`config.mk`:
```
export PLATFORM = sky130hd
export DESIGN_NAME = inst_prefetch_q
export DESIGN_NICKNAME = d
export VERILOG_FILES = /design/src/rtl/cpu_pkg.sv /design/src/rtl/prefetch_fifo.sv /design/src/rtl/inst_prefetch_q.sv
export SDC_FILE = /design/constraint.sdc
export NUM_CORES = 1
export LEC_CHECK = 0
export ABC_AREA = 1
export BUFFER_PORTS_ARGS = -buffer_cell sky130_fd_sc_hd__buf_2
export CAP_MARGIN = 25
export CORE_MARGIN = 2
export CORE_UTILIZATION = 53
export DETAILED_ROUTE_END_ITERATION = 10
export GPL_ROUTABILITY_DRIVEN = 1
export PLACE_DENSITY = 0.86
export SLEW_MARGIN = 10
export SYNTH_ARGS = -nofsm -noshare
export SYNTH_HDL_FRONTEND = slang
export SYNTH_SLANG_ARGS = --single-unit
```
`constraint.sdc`:
```
create_clock -name clk -period 3.3 [get_ports clk]
set_input_delay 0.66 -clock clk [delete_from_list [all_inputs] [get_ports clk]]
set_output_delay 0.66 -clock clk [all_outputs]
set_load 0.005 [all_outputs]
```
`src/rtl/cpu_pkg.sv`:
```
// Shared CPU front-end types: instruction/PC widths, the NOP encoding and the
// prefetch queue entry layout.
package cpu_pkg;

    localparam int PC_W    = 16;
    localparam int INSTR_W = 16;

    localparam logic [INSTR_W-1:0] NOP_INSTR = 16'h1000;

    typedef struct packed {
        logic [PC_W-1:0]    pc;
        logic [INSTR_W-1:0] instr;
    } pf_entry_t;

endpackage

```
`src/rtl/prefetch_fifo.sv`:
```
// DEPTH-entry synchronous FIFO of {pc, instr} entries; flush wins over push.
// The head entry is only meaningful while count_o is non-zero.
module prefetch_fifo
    import cpu_pkg::*;
#(
    parameter int DEPTH = 4,
    localparam int AW = $clog2(DEPTH),
    localparam int CW = AW + 1
) (
    input  logic          clk,
    input  logic          rst,
    input  logic          push_i,
    input  logic          pop_i,
    input  logic          flush_i,
    input  pf_entry_t     wdata_i,
    output logic [CW-1:0] count_o,
    output pf_entry_t     head_o
);

    pf_entry_t     mem_q [DEPTH];
    logic [AW-1:0] wr_ptr_q, wr_ptr_d;
    logic [AW-1:0] rd_ptr_q, rd_ptr_d;
    logic [CW-1:0] count_q, count_d;
    logic          do_push;
    logic          do_pop;

    assign do_push = push_i && !flush_i;
    assign do_pop  = pop_i && !flush_i && (count_q != '0);

    always_comb begin
        wr_ptr_d = wr_ptr_q;
        rd_ptr_d = rd_ptr_q;
        count_d  = count_q;
        if (flush_i) begin
            wr_ptr_d = '0;
            rd_ptr_d = '0;
            count_d  = '0;
        end else begin
            if (do_push) wr_ptr_d = wr_ptr_q + AW'(1);
            if (do_pop)  rd_ptr_d = rd_ptr_q + AW'(1);
            count_d = count_q + CW'(do_push) - CW'(do_pop);
        end
    end

    always_ff @(posedge clk or posedge rst) begin
        if (rst) begin
            wr_ptr_q <= '0;
            rd_ptr_q <= '0;
            count_q  <= '0;
        end else begin
            wr_ptr_q <= wr_ptr_d;
            rd_ptr_q <= rd_ptr_d;
            count_q  <= count_d;
        end
    end

    // Storage needs no reset: entries are only read while count_q covers them.
    always_ff @(posedge clk) begin
        if (do_push) mem_q[wr_ptr_q] <= wdata_i;
    end

    assign count_o = count_q;
    assign head_o  = mem_q[rd_ptr_q];

    overflow_a: assert property (@(posedge clk) disable iff (rst)
        !(push_i && !flush_i && (count_q == CW'(DEPTH))));

endmodule

```
`src/rtl/inst_prefetch_q.sv`:
```
// Instruction prefetch queue: issues sequential word fetches under a credit
// limit, tags returns with their PC and hands them to decode one per cycle.
module inst_prefetch_q
    import cpu_pkg::*;
#(
    parameter int          DEPTH    = 4,
    parameter logic [15:0] RESET_PC = 16'h0000
) (
    input  logic        clk,
    input  logic        rst,
    input  logic        redirect,
    input  logic [15:0] redirect_pc,
    input  logic        halt,
    output logic        imem_req,
    output logic [15:0] imem_addr,
    input  logic        imem_ready,
    input  logic        imem_rvalid,
    input  logic [15:0] imem_rdata,
    output logic        inst_valid,
    output logic [15:0] inst,
    output logic [15:0] inst_pc,
    output logic [15:0] inst_pcplus1,
    input  logic        inst_ready
);

    localparam int CW = $clog2(DEPTH) + 1;

    // Handshakes: a fetch transfers when imem_req && imem_ready; decode takes
    // the head when inst_valid && inst_ready. Neither valid waits on its ready.
    logic [PC_W-1:0] fetch_pc_q, fetch_pc_d;
    logic [CW-1:0]   outstanding_q, outstanding_d;
    logic [CW-1:0]   drop_q, drop_d;
    logic [CW-1:0]   count;
    logic [CW:0]     credit;
    logic            fire;
    logic            rsp_keep;
    logic            rsp_drop;
    logic            pop;
    pf_entry_t       wr_entry;
    pf_entry_t       head;

    assign credit   = {1'b0, count} + {1'b0, outstanding_q} - {1'b0, drop_q};
    assign imem_req = !rst && !halt && !redirect && (credit < (CW+1)'(DEPTH));
    assign imem_addr = fetch_pc_q;
    assign fire     = imem_req && imem_ready;

    assign rsp_keep = imem_rvalid && (drop_q == '0);
    assign rsp_drop = imem_rvalid && (drop_q != '0);

    // Once drop is zero every in-flight request is post-redirect and sequential,
    // so the oldest one sits exactly 'outstanding' words behind fetch_pc.
    assign wr_entry.pc    = fetch_pc_q - PC_W'(outstanding_q);
    assign wr_entry.instr = imem_rdata;

    assign pop = inst_valid && inst_ready && !redirect;

    always_comb begin
        fetch_pc_d    = fetch_pc_q;
        outstanding_d = outstanding_q;
        drop_d        = drop_q;
        if (redirect) begin
            fetch_pc_d    = redirect_pc;
            outstanding_d = outstanding_q - CW'(imem_rvalid);
            drop_d        = outstanding_q - CW'(imem_rvalid);
        end else begin
            if (fire) fetch_pc_d = fetch_pc_q + 16'd1;
            outstanding_d = outstanding_q + CW'(fire) - CW'(imem_rvalid);
            if (rsp_drop) drop_d = drop_q - CW'(1);
        end
    end

    always_ff @(posedge clk or posedge rst) begin
        if (rst) begin
            fetch_pc_q    <= RESET_PC;
            outstanding_q <= '0;
            drop_q        <= '0;
        end else begin
            fetch_pc_q    <= fetch_pc_d;
            outstanding_q <= outstanding_d;
            drop_q        <= drop_d;
        end
    end

    prefetch_fifo #(
        .DEPTH (DEPTH)
    ) u_fifo (
        .clk     (clk),
        .rst     (rst),
        .push_i  (rsp_keep),
        .pop_i   (pop),
        .flush_i (redirect),
        .wdata_i (wr_entry),
        .count_o (count),
        .head_o  (head)
    );

    assign inst_valid   = (count != '0);
    assign inst         = inst_valid ? head.instr : NOP_INSTR;
    assign inst_pc      = inst_valid ? head.pc : '0;
    assign inst_pcplus1 = inst_pc + 16'd1;

    rsp_without_req_a: assert property (@(posedge clk) disable iff (rst)
        !(imem_rvalid && (outstanding_q == '0)));

endmodule

```
==> results of run 1 <==
cell families (layout without fill, tap and decap cells):
logic type | count (synthesis) | in the layout | synth area share (%)
AO/OA/AOI/OAI | 106 | 106 | 6.67
XOR/XNOR | 19 | 19 | 2.04
adder cells (fa/ha/maj) | 25 | 25 | 4.29
buffers and inverters | 132 | 265 | 7.19
flip-flops | 157 | 157 | 56.0
AND/OR/NAND/NOR | 436 | 436 | 23.8
cell usage after synthesis, types with 8 or more instances:
master,instances
nor2_1,112
edfxtp_1,128
o21ai_0,68
ha_1,20
dfrtp_1,29
a21oi_1,25
nand2_1,212
inv_1,89
nor2_2,11
nand4_1,8
buf_2,14
xor2_1,17
nand3_2,8
nand3_1,62
through the flow:
stage	utilization, %	hold WS (ns)	area, um2
2_1_floorplan	-	0.534	8160
3_3_place_gp	58.8	0.554	8910
3_5_place_dp	58.8	0.560	8910
4_1_cts	62.8	0.301	9500
5_1_grt	63.4	0.344	9600
6_report	63.4	0.295	9600
layout make-up:
class	count	area, um2	share of cell area [%]
Timing Repair Buffer	135	781	8.14
Sequential cell	157	4570	47.6
Clock buffer	17	425	4.43
Clock inverter	15	129	1.34
Tap cell	188	235	2.45
Inverter	98	370	3.86
Multi-Input combinational cell	586	3080	32.1
worst max path at each step:
stage,start,endpoint,slack (ns),cells after the start
finish,u_fifo.count_o[1]$_DFF_PP0_,outstanding_q[2]$_DFF_PP0_,0.01,17
global route,u_fifo.count_o[1]$_DFF_PP0_,outstanding_q[2]$_DFF_PP0_,-0.13,17
CTS,outstanding_q[1]$_DFF_PP0_,outstanding_q[2]$_DFF_PP0_,0.006,15
detailed placement,drop_q[2]$_DFFE_PP0P_,outstanding_q[2]$_DFF_PP0_,-0.08,15
global placement,drop_q[2]$_DFFE_PP0P_,outstanding_q[2]$_DFF_PP0_,0.06,15
floorplan,outstanding_q[1]$_DFF_PP0_,outstanding_q[2]$_DFF_PP0_,0.01,17
layer usage:
layer | up-vias | wire [um]
met5 | - | 0
met4 | 0 | 483
met3 | 47 | 1450
met2 | 319 | 9630
met1 | 3000 | 7550
li1 | 3130 | -
state kept, by name, summed over array words and instances (netlist names):
signal	cells
u_fifo.mem_q	128
drop_q	3
imem_addr	16
outstanding_q	3
u_fifo.wr_ptr_q	2
u_fifo.rd_ptr_q	2
u_fifo.count_o	3
worst register-to-register path, cell delays in order, from the launching register on:
cell and delay, ns:
dfrtp_1 0.38, inv_2 0.08, fa_1 0.55, inv_2 0.05, ha_4 0.25, nand4_1 0.13, nand2_1 0.11, nand2_1 0.06
nand2_2 0.10, nand4_4 0.11, ha_4 0.29, inv_1 0.04, ha_2 0.17, fa_2 0.35, xor2_1 0.18, or2_4 0.24
nand3_2 0.05, nand2_1 0.05
report_power, final:
group / internal (mW) / switching (mW) / leakage [nW]
logic: 1.07 / 1.83 / 2.45
registers: 2.42 / 0.149 / 1.52
clock network: 0.989 / 0.840 / 0.271
placed cells by master (no fill, tap or decap), types with 4 or more instances in the layout:
cell / count
nand2_1: 211
edfxtp_1: 128
nor2_1: 108
buf_2: 104
inv_1: 87
o21ai_0: 68
nand3_1: 60
dfrtp_1: 28
buf_4: 26
a21oi_1: 23
xor2_1: 17
clkbuf_16: 17
ha_1: 15
nor2_2: 14
nand3_2: 10
inv_2: 9
nand4_1: 8
o21ai_1: 7
nand2_2: 6
inv_6: 6
fa_1: 4
buf_6: 4
what timing repair did:
| action | CTS | global route |
|---|---|---|
| hold buffers | 0 | 0 |
| resized for setup | 3 | 15 |
| pin swaps | 0 | 10 |
| buffers inserted | 3 | 3 |
| setup endpoints to repair | 3 | 11 |
| cloned | 0 | 0 |
==> results.yml, run 1 <==
setup_path:
  r2r-end: "outstanding_q[2]$_DFF_PP0_"
  critPathArrivalTime_ns: 3.60
  reg2reg_depth: 17
  r2r-start: "u_fifo.count_o[1]$_DFF_PP0_"
  crit_family: "adder cells"
  startpoint_type: "flip-flop"
  r2r_setup_slack_ns: 0.01
  critPathMaxStageDelay_ns: 0.55
  crit_required_ns: 3.61
  worst-path-buf-inv: 3
  path_cells: "inv_2 -> fa_1 -> inv_2 -> ha_4 -> nand4_1 -> nand2_1 -> nand2_1 -> nand2_2 -> nand4_4 -> ha_4 -> inv_1 -> ha_2 -> fa_2 -> xor2_1 -> or2_4 -> nand3_2 -> nand2_1"
  path_common_cell: "nand2_1"
  end_kind: "flip-flop"
  slowest_stage: "fa_1"
  crit_path_max_fanout: 3
  path_class: "reg -> reg"
cells_and_area:
  finalNonFillerCells: 1196
  nets: 1059
  fillers: 1126
  drive_gt1_share_pct: 22.6
  areaGrowthSynthToFinish_pct: 17.6
  diodes: 0
cts:
  insertion_delay_ns: 0.43
  cts_buffers: 17
  cts_sinks: 157
  h-tree-depth: 4
  clock_path_buffers: 2
  cts_tree: "done"
  clock_tree.root_cell: "clkbuf_16"
  clk_pin_slew_ns: 0.07
sta:
  fin_ws_ns: 0.0115
  min_period_ns: 3.29
  slew_violations: 0
  max_freq_ghz: 0.304
  clock_skew_ns: 0.0114
  fin_crit_sh_pct: 99.7
  worstMarginPinSlew_ns: 0.578
  hold_viol: 0
  max_slew_margin_pct: 61.5
  grt_setup_unrepaired: "true"
  setup_tns_ns: 0
  finalSetupViolCount: 0
yosys:
  synthArstFlopShare_pct: 18.5
  synthCells: 875
  synth.distinct_cells: 42
  yosys_most_used_dff: "edfxtp_1"
  syn_avg_cell_area_um2: 9.32
  synth_seq_cells: 157
  synth_edf_count: 128
  ys_seq_area_share_pct: 56.0
  netlist_top_cells_area: "edfxtp_1, nand2_1, dfrtp_1"
  synth_warnings: 0
  synth_area_leader_cell: "edfxtp_1"
  synth_top_area_share_pct: 47.1
  syn_nets: 939
  netlist_area_um2: 8160
global_route:
  grt_pass1_vias: 6115
  met3_usage_pct: 5.09
  antenna_found_initial: 0
  overflow: 0
  use_met2_pct: 39.6
  grt_start_max_net_pins: 49
  top_usage_layer: "met2"
  grt_pass1_wl_um: 29900
  gr-usage-all-layers_pct: 23.7
  use_met1_pct: 30.2
die:
  core_area_um2: 15100
  die_area_um2: 16400
  num_rows: 45
  die_y_um: 128
  initial_core_util_pct: 53.9
  die_w_um: 128
  ioPinCount: 105
drt:
  wirelength_um: 19100
  vias: 6496
  ant_nets: 0
  drt_first_iter_violations: 618
  wl_per_cell_um: 16.0
  first_pass_iters: 6
  drc: 0
  routed_via_density: 5.43
placed_design:
  dp_cells: 1158
  dp_slack_ns: -0.0839
  place_congestion: 0.888
  post-dp-hpwl_um: 12700
  io_buffers: 104
run:
  max_cap_violations: 0
pwr:
  leakage_nw: 4.25
  p_total_mw: 7.30
  p_per_area_nw_per_um2: 761
  vdd_drop_max_v: 0.000495
min_path:
  hp-class: "in -> async"
status:
  status: "completed"
Note: power is estimated with default switching activity, not from simulation.
==> run 2: changes to the inputs <==
--- a/config.mk
+++ b/config.mk
@@ -5,14 +5,13 @@
 export SDC_FILE = /design/constraint.sdc
 export NUM_CORES = 1
 export LEC_CHECK = 0
-export ABC_AREA = 1
 export BUFFER_PORTS_ARGS = -buffer_cell sky130_fd_sc_hd__buf_2
 export CAP_MARGIN = 25
 export CORE_MARGIN = 2
-export CORE_UTILIZATION = 53
+export CORE_UTILIZATION = 52
 export DETAILED_ROUTE_END_ITERATION = 10
 export GPL_ROUTABILITY_DRIVEN = 1
-export PLACE_DENSITY = 0.86
+export PLACE_DENSITY = 0.85
 export SLEW_MARGIN = 10
 export SYNTH_ARGS = -nofsm -noshare
 export SYNTH_HDL_FRONTEND = slang
==> results.yml, run 2 <==
cts:
  cts_sinks: 157
  clock_tree.root_cell: "clkbuf_16"
  cts_tree: "done"
  clock_path_buffers: 2
  insertion_delay_ns: 0.43
  h-tree-depth: 4
  cts.hold.buffers_added: 0
  cts_buffers: 17
  clk_pin_slew_ns: 0.07
setup_path:
  startpoint_type: "flip-flop"
  slowest_stage: "fa_1"
  r2r_setup_slack_ns: -0.12
  crit_path_max_fanout: 2
  crit_family: "adder cells"
  worst-path-buf-inv: 3
  r2r-end: "outstanding_q[2]$_DFF_PP0_"
  r2r-start: "outstanding_q[1]$_DFF_PP0_"
  critPathArrivalTime_ns: 3.77
  path_class: "reg -> reg"
  end_kind: "flip-flop"
  path_depth: 15
  path_cells: "inv_2 -> fa_1 -> inv_2 -> ha_4 -> and3b_4 -> nor4_4 -> o21ai_2 -> or2_4 -> ha_4 -> inv_2 -> ha_4 -> fa_2 -> xor2_1 -> o21ai_1 -> xnor2_1"
  crit_required_ns: 3.65
  critPathMaxStageDelay_ns: 0.57
  reg2reg_depth: 15
yosys:
  synth_area_leader_cell: "edfxtp_1"
  syn_nets: 602
  synthArstFlopShare_pct: 18.5
  yosys_most_used_dff: "edfxtp_1"
  synthCells: 538
  synth_warnings: 0
  netlist_top_cells_area: "edfxtp_1, dfrtp_1, mux4_2"
  synth.distinct_cells: 52
  netlist_area_um2: 7690
  syn_avg_cell_area_um2: 14.3
  ys_seq_area_share_pct: 59.4
  synth_seq_cells: 157
  synth_most_common_cell: "edfxtp_1"
  synthTopCellsByCount: "edfxtp_1, nand2_1, inv_1"
  synth_edf_count: 128
  synth_top_area_share_pct: 50.0
pwr:
  p_per_area_nw_per_um2: 789
  p_total_mw: 7.34
  leakage_nw: 3.71
  vdd_drop_max_v: 0.000503
die:
  die_area_um2: 15800
  core_area_um2: 14500
  die_y_um: 126
  ioPinCount: 105
  num_rows: 44
  initial_core_util_pct: 53.1
  die_w_um: 126
sta:
  min_period_ns: 3.42
  max_slew_margin_pct: 58.3
  slew_violations: 0
  fin_ws_ns: -0.116
  clock_skew_ns: 0.0123
  grt_setup_unrepaired: "true"
  hold_viol: 0
  worstMarginPinSlew_ns: 0.624
  max_freq_ghz: 0.293
  finalSetupViolCount: 2
  fin_crit_sh_pct: 104
  setup_tns_ns: -0.196
cells_and_area:
  areaGrowthSynthToFinish_pct: 21.1
  finalNonFillerCells: 870
  diodes: 0
  layout_common_cells: "edfxtp_1, buf_2, nand2_1, and2_1, buf_4"
  nets: 737
  final_common_cell: "edfxtp_1"
  drive_gt1_share_pct: 35.0
  top_register: "u_fifo.mem_q"
  largest_reg_flops: 128
global_route:
  antenna_found_initial: 0
  overflow: 0
  grt_pass1_vias: 5027
  grt_pass1_wl_um: 25900
  gr-usage-all-layers_pct: 21.3
  grt_start_max_net_pins: 33
placed_design:
  dp_slack_ns: -0.0674
  dp_cells: 821
  place_congestion: 0.872
  post-dp-hpwl_um: 10900
  io_buffers: 104
drt:
  routed_via_density: 5.66
  wirelength_um: 16500
  first_pass_iters: 5
  drt_first_iter_violations: 347
  ant_nets: 0
  vias: 4921
  drc: 0
  wl_per_cell_um: 19.0
status:
  violations: "setup timing"
  status: "complete, but fails checks"
min_path:
  hp-class: "in -> async"
run:
  max_cap_violations: 0
[run 2: layer usage]
layer,GRT usage (%),wire [um],vias to the layer above
met3,5.39,1060,26
met1,27.1,6690,2440
li1,-,-,2249
met5,0,0,-
met4,5.29,264,0
met2,36.8,8480,206
[run 2: worst max-delay path by stage]
stage	slack [ns]	startpoint	endpoint
5_1_grt	-0.25	outstanding_q[1]$_DFF_PP0_	outstanding_q[2]$_DFF_PP0_
3_5_place_dp	-0.07	u_fifo.count_o[1]$_DFF_PP0_	outstanding_q[2]$_DFF_PP0_
4_1_cts	-0.05	u_fifo.count_o[1]$_DFF_PP0_	imem_req
2_1_floorplan	-0.32	u_fifo.count_o[1]$_DFF_PP0_	outstanding_q[2]$_DFF_PP0_
6_report	-0.12	outstanding_q[1]$_DFF_PP0_	outstanding_q[2]$_DFF_PP0_
3_3_place_gp	-0.01	u_fifo.count_o[1]$_DFF_PP0_	outstanding_q[2]$_DFF_PP0_
[run 2: through the flow]
step | cell area, um2 | hold slack, ns | utilization (%)
after floorplan | 7720 | 0.542 | -
after global placement | 8480 | 0.571 | 58.6
after detailed placement | 8480 | 0.593 | 58.6
after CTS | 9140 | 0.324 | 63.1
after global routing | 9310 | 0.346 | 64.3
final | 9310 | 0.310 | 64.3
[run 2: timing repair]
| item | 4_1_cts | 5_1_grt |
|---|---|---|
| pin swaps | 7 | 13 |
| setup buffers | 4 | 12 |
| gates resized for setup | 16 | 12 |
| gates cloned | 0 | 1 |
| endpoints found under the setup margin | 10 | 10 |
[run 2: cell families after synthesis]
group / after synthesis / synth area share [%]
buffers and inverters: 60 / 3.89
multiplexers: 46 / 11.5
AND/OR/NAND/NOR: 167 / 12.2
XOR/XNOR: 42 / 4.79
flip-flops: 157 / 59.4
AO/OA/AOI/OAI: 41 / 3.66
adder cells (fa/ha/maj): 25 / 4.56
[run 2: power breakdown]
part	switching (mW)	internal [mW]
Sequential	0.125	2.37
Clock	0.842	0.986
Combinational	1.60	1.42
Total	2.56	4.78
[run 2: cell type report]
class,count,area [um2]
clock buffer,17,425
clock inverter,15,135
fill,1005,5170
inverter,34,128
multi-input combinational,321,2940
sequential,157,4570
tap,184,230
timing repair buffer,142,878
